===== config.mk =====
export PLATFORM = sky130hd
export DESIGN_NAME = mcs4_bus_master_flat
export DESIGN_NICKNAME = d
export VERILOG_FILES = /design/src/rtl/mcs4_bus_master_if.sv /design/src/rtl/mcs4_bus_master.sv /design/src/flat_wrapper.sv
export SDC_FILE = /design/constraint.sdc
export NUM_CORES = 1
export LEC_CHECK = 0
export CORE_ASPECT_RATIO = 1.5
export CORE_MARGIN = 5
export CORE_UTILIZATION = 37
export DETAILED_ROUTE_END_ITERATION = 8
export HOLD_SLACK_MARGIN = 0.1
export PLACE_DENSITY = 0.74
export RECOVER_POWER = 25
export SKIP_LAST_GASP = 1
export SLEW_MARGIN = 20
export SYNTH_ARGS = -nofsm -noshare
export SYNTH_HDL_FRONTEND = slang
export SYNTH_SLANG_ARGS = --single-unit

===== constraint.sdc =====
create_clock -name clk -period 3.04 [get_ports clk]
set_input_delay 0.608 -clock clk [delete_from_list [all_inputs] [get_ports clk]]
set_output_delay 0.608 -clock clk [all_outputs]
set_load 0.05 [all_outputs]

===== src/rtl/mcs4_bus_master_if.sv =====
// Shared 4-bit bus, control strobes and core command/response handshake
// between the MCS-4 bus master and the core/chip side.
interface mcs4_bus_master_if;
    logic        sync;
    logic        cl_rom;
    logic        cm_rom;
    logic [3:0]  dbus_out;
    logic [3:0]  dbus_in;
    logic        cmd_valid;
    logic        cmd_ready;
    logic [11:0] cmd_pc;
    logic        cmd_io;
    logic        cmd_src;
    logic        cmd_x2_drive;
    logic [3:0]  cmd_x2_data;
    logic        rsp_valid;
    logic [7:0]  rsp_opcode;
    logic [3:0]  rsp_x2_data;
    logic        clr_req;

    modport master (
        output sync, cl_rom, cm_rom, dbus_out, cmd_ready,
               rsp_valid, rsp_opcode, rsp_x2_data,
        input  dbus_in, cmd_valid, cmd_pc, cmd_io, cmd_src,
               cmd_x2_drive, cmd_x2_data, clr_req
    );

    modport slave (
        input  sync, cl_rom, cm_rom, dbus_out, cmd_ready,
               rsp_valid, rsp_opcode, rsp_x2_data,
        output dbus_in, cmd_valid, cmd_pc, cmd_io, cmd_src,
               cmd_x2_drive, cmd_x2_data, clr_req
    );
endinterface


===== src/rtl/mcs4_bus_master.sv =====
// MCS-4 bus master: 8-phase instruction cycle sequencer that drives the fetch
// address, captures the opcode and X2 nibble, and issues cm_rom/cl_rom strobes.
module mcs4_bus_master #(
    parameter logic [11:0] IDLE_ADDR  = 12'hFFF,
    parameter int unsigned CLR_CYCLES = 1
) (
    input  logic              clk,
    input  logic              rst_n,
    mcs4_bus_master_if.master bus
);
    localparam logic [2:0] PH_A1 = 3'd0;
    localparam logic [2:0] PH_A2 = 3'd1;
    localparam logic [2:0] PH_A3 = 3'd2;
    localparam logic [2:0] PH_M1 = 3'd3;
    localparam logic [2:0] PH_M2 = 3'd4;
    localparam logic [2:0] PH_X2 = 3'd6;
    localparam logic [2:0] PH_X3 = 3'd7;
    localparam logic [3:0] CLR_LOAD = 4'(CLR_CYCLES);

    logic [2:0]  r_phase;
    logic        r_active;
    logic [11:0] r_pc;
    logic        r_io;
    logic        r_src;
    logic        r_x2_drive;
    logic [3:0]  r_x2_data;
    logic [7:0]  r_opcode;
    logic [3:0]  r_clr_cnt;
    logic        r_rsp_valid;
    logic [7:0]  r_rsp_opcode;
    logic [3:0]  r_rsp_x2;

    logic        w_x3;
    logic        w_accept;
    logic [11:0] w_addr;

    assign w_x3     = (r_phase == PH_X3);
    assign w_accept = w_x3 && bus.cmd_valid;
    assign w_addr   = r_active ? r_pc : IDLE_ADDR;

    // Phase counter, cycle state, clear counter and response registers.
    always_ff @(posedge clk or negedge rst_n) begin
        if (!rst_n) begin
            r_phase      <= PH_X3;
            r_active     <= 1'b0;
            r_clr_cnt    <= 4'd0;
            r_rsp_valid  <= 1'b0;
            r_rsp_opcode <= 8'h00;
            r_rsp_x2     <= 4'h0;
        end else begin
            r_phase     <= r_phase + 3'd1;
            r_rsp_valid <= 1'b0;
            if (w_x3)
                r_active <= bus.cmd_valid;
            if (r_clr_cnt != 4'd0)
                r_clr_cnt <= r_clr_cnt - 4'd1;
            else if (w_x3 && bus.clr_req)
                r_clr_cnt <= CLR_LOAD;
            if (r_phase == PH_X2 && r_active) begin
                r_rsp_valid  <= 1'b1;
                r_rsp_opcode <= r_opcode;
                r_rsp_x2     <= bus.dbus_in;
            end
        end
    end

    // Command payload and opcode nibbles are only meaningful while r_active.
    always_ff @(posedge clk) begin
        if (w_accept) begin
            r_pc       <= bus.cmd_pc;
            r_io       <= bus.cmd_io;
            r_src      <= bus.cmd_src;
            r_x2_drive <= bus.cmd_x2_drive;
            r_x2_data  <= bus.cmd_x2_data;
        end
        if (r_phase == PH_M1)
            r_opcode[7:4] <= bus.dbus_in;
        if (r_phase == PH_M2)
            r_opcode[3:0] <= bus.dbus_in;
    end

    always_comb begin
        bus.dbus_out = 4'h0;
        case (r_phase)
            PH_A1:   bus.dbus_out = w_addr[3:0];
            PH_A2:   bus.dbus_out = w_addr[7:4];
            PH_A3:   bus.dbus_out = w_addr[11:8];
            PH_X2:   if (r_active && (r_src || r_x2_drive)) bus.dbus_out = r_x2_data;
            default: bus.dbus_out = 4'h0;
        endcase
    end

    assign bus.cm_rom      = r_active && ((r_phase == PH_M2 && r_io) ||
                                          (r_phase == PH_X2 && r_src));
    assign bus.sync        = w_x3;
    assign bus.cmd_ready   = w_x3;
    assign bus.cl_rom      = (r_clr_cnt != 4'd0);
    assign bus.rsp_valid   = r_rsp_valid;
    assign bus.rsp_opcode  = r_rsp_opcode;
    assign bus.rsp_x2_data = r_rsp_x2;
endmodule


===== src/flat_wrapper.sv =====
// flat-port wrapper written by rule: the top's interface ports become plain ports
module mcs4_bus_master_flat 
#(
    parameter logic [11:0] IDLE_ADDR  = 12'hFFF,
    parameter int unsigned CLR_CYCLES = 1
)
  (clk, rst_n, bus_sync, bus_cl_rom, bus_cm_rom, bus_dbus_out, bus_cmd_ready, bus_rsp_valid, bus_rsp_opcode, bus_rsp_x2_data, bus_dbus_in, bus_cmd_valid, bus_cmd_pc, bus_cmd_io, bus_cmd_src, bus_cmd_x2_drive, bus_cmd_x2_data, bus_clr_req);
  mcs4_bus_master_if bus_i ();
  input  logic clk;
  input  logic rst_n;
  output wire logic [$bits(bus_i.sync)-1:0] bus_sync;
  output wire logic [$bits(bus_i.cl_rom)-1:0] bus_cl_rom;
  output wire logic [$bits(bus_i.cm_rom)-1:0] bus_cm_rom;
  output wire logic [$bits(bus_i.dbus_out)-1:0] bus_dbus_out;
  output wire logic [$bits(bus_i.cmd_ready)-1:0] bus_cmd_ready;
  output wire logic [$bits(bus_i.rsp_valid)-1:0] bus_rsp_valid;
  output wire logic [$bits(bus_i.rsp_opcode)-1:0] bus_rsp_opcode;
  output wire logic [$bits(bus_i.rsp_x2_data)-1:0] bus_rsp_x2_data;
  input wire logic [$bits(bus_i.dbus_in)-1:0] bus_dbus_in;
  input wire logic [$bits(bus_i.cmd_valid)-1:0] bus_cmd_valid;
  input wire logic [$bits(bus_i.cmd_pc)-1:0] bus_cmd_pc;
  input wire logic [$bits(bus_i.cmd_io)-1:0] bus_cmd_io;
  input wire logic [$bits(bus_i.cmd_src)-1:0] bus_cmd_src;
  input wire logic [$bits(bus_i.cmd_x2_drive)-1:0] bus_cmd_x2_drive;
  input wire logic [$bits(bus_i.cmd_x2_data)-1:0] bus_cmd_x2_data;
  input wire logic [$bits(bus_i.clr_req)-1:0] bus_clr_req;
  assign bus_sync = bus_i.sync;
  assign bus_cl_rom = bus_i.cl_rom;
  assign bus_cm_rom = bus_i.cm_rom;
  assign bus_dbus_out = bus_i.dbus_out;
  assign bus_cmd_ready = bus_i.cmd_ready;
  assign bus_rsp_valid = bus_i.rsp_valid;
  assign bus_rsp_opcode = bus_i.rsp_opcode;
  assign bus_rsp_x2_data = bus_i.rsp_x2_data;
  assign bus_i.dbus_in = bus_dbus_in;
  assign bus_i.cmd_valid = bus_cmd_valid;
  assign bus_i.cmd_pc = bus_cmd_pc;
  assign bus_i.cmd_io = bus_cmd_io;
  assign bus_i.cmd_src = bus_cmd_src;
  assign bus_i.cmd_x2_drive = bus_cmd_x2_drive;
  assign bus_i.cmd_x2_data = bus_cmd_x2_data;
  assign bus_i.clr_req = bus_clr_req;
  mcs4_bus_master #(.IDLE_ADDR(IDLE_ADDR), .CLR_CYCLES(CLR_CYCLES)) u_core (.clk(clk), .rst_n(rst_n), .bus(bus_i));
endmodule

## After elaboration in Yosys (flattened, before gate mapping)

Index checks and enable logic that the tools add are counted.

| word-level totals | value |
|---|---|
| register bits | 48 |
| bits in latches | 0 |
| memory bits (writable) | 0 |
| memory bits (read-only) | 0 |
| output and inout bits | 21 |
| word-level logic and storage cells | 39 |
| memories | 0 |

| cells by class | value |
|---|---|
| add/sub/neg operators | 2 |
| $mul | 0 |
| div/mod/pow operators | 0 |
| magnitude comparators | 0 |
| eq/ne operators | 6 |
| shifts and indexed selects | 0 |
| muxes and demuxes | 6 |
| bitwise operators | 0 |
| reduce and logical (&&, ||, !) cells | 12 |

Operators with widths:

| operator | count |
|---|---|
| $pmux 4 s4 | 1 |
| $mux 12 | 1 |
| $mux 4 | 3 |
| $eq 3x3->1 const B | 3 |
| $logic_and 1x1->1 | 7 |
| $eq 3x2->1 const B | 2 |
| $reduce_bool 4->1 | 1 |
| $sub 4x1->4 const B | 1 |
| $add 3x1->3 const B | 1 |
| $eq 3x1->1 const B | 1 |
| $logic_not 3->1 | 1 |
| $logic_or 1x1->1 | 2 |
| $reduce_bool 2->1 | 1 |
| $mux 1 | 1 |

## Depth between registers and ports, before layout

| logic depth | value |
|---|---|
| depth after elaboration | 4 |
| depth in mapped cells | 7 |
| depth with buffers taken out | 6 |

## Worst setup path before layout

Ideal clock, no wire load.

| path | value |
|---|---|
| path kind | register -> output |
| from | register u_core.r_phase[0] |
| to | output port bus_dbus_out[2] |
| arrival time | 1.768 ns |
| data required time | 2.432 ns |
| path slack | 0.664 ns |
| cell stages (with the launch flop) | 8 |
| path buffers | 1 |
| path through | dfstp_2 -> inv_1 -> ha_1 -> and3_4 -> buf_6 -> o21a_4 -> a32o_1 -> o21a_1 |

| on the way | value |
|---|---|
| word-level cells in the longest chain between the ends | 2 |

Ends and longest elaborated chain:

| what | line | text |
|---|---|---|
| from (decl) | mcs4_bus_master.sv:20 | `logic [2:0] r_phase;` |
| from (signal assigned) | mcs4_bus_master.sv:51 | `r_phase <= r_phase + 3'd1;` |
| $eq 3x3->1, or another cell as far along | mcs4_bus_master.sv:84 | `case (r_phase)` |
| $pmux 4 s4 * | mcs4_bus_master.sv:84 |  |
| to (decl) | flat_wrapper.sv:14 | `output wire logic [$bits(bus_i.dbus_out)-1:0] bus_dbus_out;` |

Mark *: on every way between the ends. The rest lies on a longest branch, timed or not.

## Final worst setup path

Ends and elaborated chain as after synthesis.

==> impl_metrics.csv <==
group,metric,value,unit
outcome,status,"finished clean",
floorplan,die-area,6700,um^2
synth,synth_top_cell_by_area,"edfxtp_1",
sta,fin_crit,2.81,ns
synth,syn_inst,120,
global_route,grt_pass1_wl,5420,um
min_path,min_path_cells,1,
clocking,cts_tree,"yes",
sta,rsz0062_at_grt,"false",
setup_path,path_delay_family,"flip-flops",
synth,yosysTopAreaCellShare,42.6,%
layout,finalInstanceArea,2490,um^2
setup_path,r2r_setup_slack,0.93,ns
synth,ys_ff_latch,48,
detailed_routing,wirelength,3310,um
global_route,grt_pass1_vias,1229,
setup_path,slowest_delay,0.59,ns
pwr,p_leak,0.972,nW
detailed_routing,drc,0,
layout,drive_gt1_share,18.2,%
min_path,min_to,"u_core.bus.rsp_opcode[4]",
setup_path,cp.arrival,2.20,ns
clocking,hold_buffers,0,
detailed_routing,first_iter_violations,31,
global_route,grt_overflow,0,
clocking,cts_buffer_depth,2,
detailed_routing,firstDrtPassIters,2,
placed_design,io_buffers,47,
flow_run,cap_viol_max_count,0,
placed_design,post-place-ws,0.591,ns
global_route,antenna_found_initial,0,
pwr,switchingPower,0.305,mW
detailed_routing,drtAntennaViolNets,0,
pwr,internal_power,0.926,mW
setup_path,cp_max_fo,15,
pwr,p_sw_share,24.8,%
min_path,hp-class,"reg2reg",
pwr,powerDensity,495,nW/um^2
setup_path,reg2reg_to,"u_core.r_io",
sta,fin_tns_setup,0,ns
layout,syn_to_final_growth,30.8,%
sta,finClkSkew,0.0120,ns
clocking,cts_buffers,5,
pwr,clkPwrFrac,30.2,%
sta,slew_headroom,40.2,%
floorplan,num_rows,32,
synth,synth_area_leaders,"edfxtp_1, dfrtp_1, mux2_2",
pwr,p_comb_share,11.8,%
layout,diodes,0,
sta,final.period_utilization,92.4,%
min_path,hp-start,"u_core.r_opcode[4]",
setup_path,r2r-start,"u_core.r_phase[0]",
placed_design,routabilityCongestion,0.768,
synth,yosys_warnings,0,
synth,async_flop_share,43.8,%
synth,ys_top_cells_by_count,"edfxtp_1, dfrtp_1, mux2_2, o21ai_0, ha_1",
synth,yosysSeqAreaShare,70.5,%
pwr,sequentialPowerShare,58.0,%
sta,tightest_slew,0.894,ns
synth,yosysUniqueCellTypes,28,
detailed_routing,vias,1092,
placed_design,placed_cell_area,2400,um^2
pwr,vdd_drop_max,0.318,mV
sta,finalMaxSlewViolations,0,
clocking,path_clk_slew,0.09,ns
global_route,grt_max_degree,22,
floorplan,start_util,37.4,%
setup_path,path_cells,"inv_1, ha_1, and3_4, o21a_4, a32o_1, o21a_1, buf_4",
setup_path,crit_type,"reg2out",
sta,setup_ws,0.231,ns
detailed_routing,via_per_inst,4.59,
setup_path,crit_path_end_kind,"output port",
sta,fmax,0.356,GHz
synth,syn_area_per_cell,15.8,um^2
floorplan,die_w,68.5,um
global_route,grt_util_all_layers,10.9,%
placed_design,hpwl,2640,um
layout,nets,202,
setup_path,crit_slowest_cell,"dfstp_1",
sta,finalSetupViolations,0,
synth,synth_edf_count,27,
floorplan,core_area,5080,um^2
detailed_routing,wl_per_cell,13.9,um
setup_path,cp-start-kind,"register",
floorplan,die_h,97.8,um
synth,synthFlopType,"edfxtp_1",
setup_path,worst-path-buf-inv,2,
synth,syn-num-nets,153,
clocking,post_cts_buffers,0,
setup_path,path_depth,7,
setup_path,reg2reg_depth,3,
synth,yosysMostFrequentCell,"edfxtp_1",
setup_path,worstPathRequired,2.43,ns
clocking,root_buffer,"clkbuf_8",
clocking,cts_sinks,48,
floorplan,io_pins,48,
sta,hold_viol_final,0,
clocking,cts-htree-levels,2,
clocking,clkLatencyLatePin,0.30,ns
clocking,cts-resized-gates,0,
synth,mappedNetlistArea,1900,um^2
-- per-stage QoR --
step | util, % | instances | hold slack (ns) | total power, mW
final | 48.9 | 238 | 0.485 | 1.23
after global routing | 48.9 | 238 | 0.499 | 1.29
after CTS | 48.9 | 238 | 0.488 | 1.25
after detailed placement | 47.1 | 230 | 0.466 | 0.881
after global placement | 47.1 | 230 | 0.462 | 0.876
after floorplan | - | 120 | 0.312 | 0.802
-- power by group through the flow --
stage	clock (mW)	combinational [mW]	sequential (mW)
2_1_floorplan	0	0.0388	0.764
3_3_place_gp	0	0.150	0.726
3_5_place_dp	0	0.153	0.728
4_1_cts	0.386	0.153	0.714
5_1_grt	0.416	0.153	0.716
6_report	0.372	0.145	0.714
-- metal layers --
layer / share of wire (%) / global-route usage [%] / routed length, um / up-vias
li1: - / - / - / 529
met1: 35 / 11.0 / 1160 / 519
met2: 55 / 18.8 / 1810 / 38
met3: 8.4 / 4.72 / 277 / 6
met4: 1.8 / 4.13 / 60 / 0
met5: 0 / 0 / 0 / -
-- how the worst max path moves through the flow --
stage | start | to
2_1_floorplan | u_core.r_phase[0] | bus_dbus_out[2]
4_1_cts | u_core.r_phase[0] | bus_dbus_out[2]
5_1_grt | u_core.r_phase[0] | bus_dbus_out[2]
3_3_place_gp | u_core.r_phase[1] | bus_cmd_ready
6_report | u_core.r_phase[0] | bus_dbus_out[2]
3_5_place_dp | u_core.r_phase[1] | bus_cmd_ready
-- registers in the layout, indices dropped and copies added (netlist names) --
name	cells
u_core.r_phase	3
u_core.bus.rsp_x2_data	4
u_core.bus.rsp_valid	1
u_core.r_x2_drive	1
u_core.r_src	1
u_core.bus.rsp_opcode	8
u_core.r_clr_cnt	4
u_core.r_active	1
u_core.r_io	1
u_core.r_opcode	8
u_core.r_x2_data	4
u_core.r_pc	12
-- cell usage in the layout (no fill, tap or decap), types with 3 or more instances in the layout --
cell	instances
ha_1	6
a21bo_1	3
buf_4	5
nand2_1	4
dlygate4sd3_1	22
clkdlybuf4s50_1	20
inv_1	5
o21a_1	4
mux2_2	12
a21oi_1	5
dfrtp_1	18
o21ai_0	12
clkbuf_8	5
nor2_1	3
edfxtp_1	27
-- area by class of cell --
cell class | count | area (um^2)
Clock inverter | 3 | 21.3
Tap cell | 68 | 85.1
Inverter | 5 | 18.8
Fill cell | 458 | 2600
Sequential cell | 48 | 1340
Clock buffer | 5 | 68.8
Timing Repair Buffer | 47 | 458
Multi-Input combinational cell | 62 | 495
-- cell families (layout without fill, tap and decap cells) --
group                      Yosys count  in the layout  share of synthesized area, %
muxes                               13             13                          7.63
adders and majority gates            6              6                          3.95
and+or+nand+nor                     13             13                          3.88
DFF                                 48             48                          70.5
AOI/OAI and AO/OA                   30             30                          10.6
buffers and inverters               10             60                          3.49
-- worst reg2reg max path, cell delays in order (launching register included) --
cell,delay (ns)
dfstp_1,0.59
ha_1,0.19
ha_1,0.27
and2_1,0.70
No activity file was read; power rests on OpenSTA's default activity.
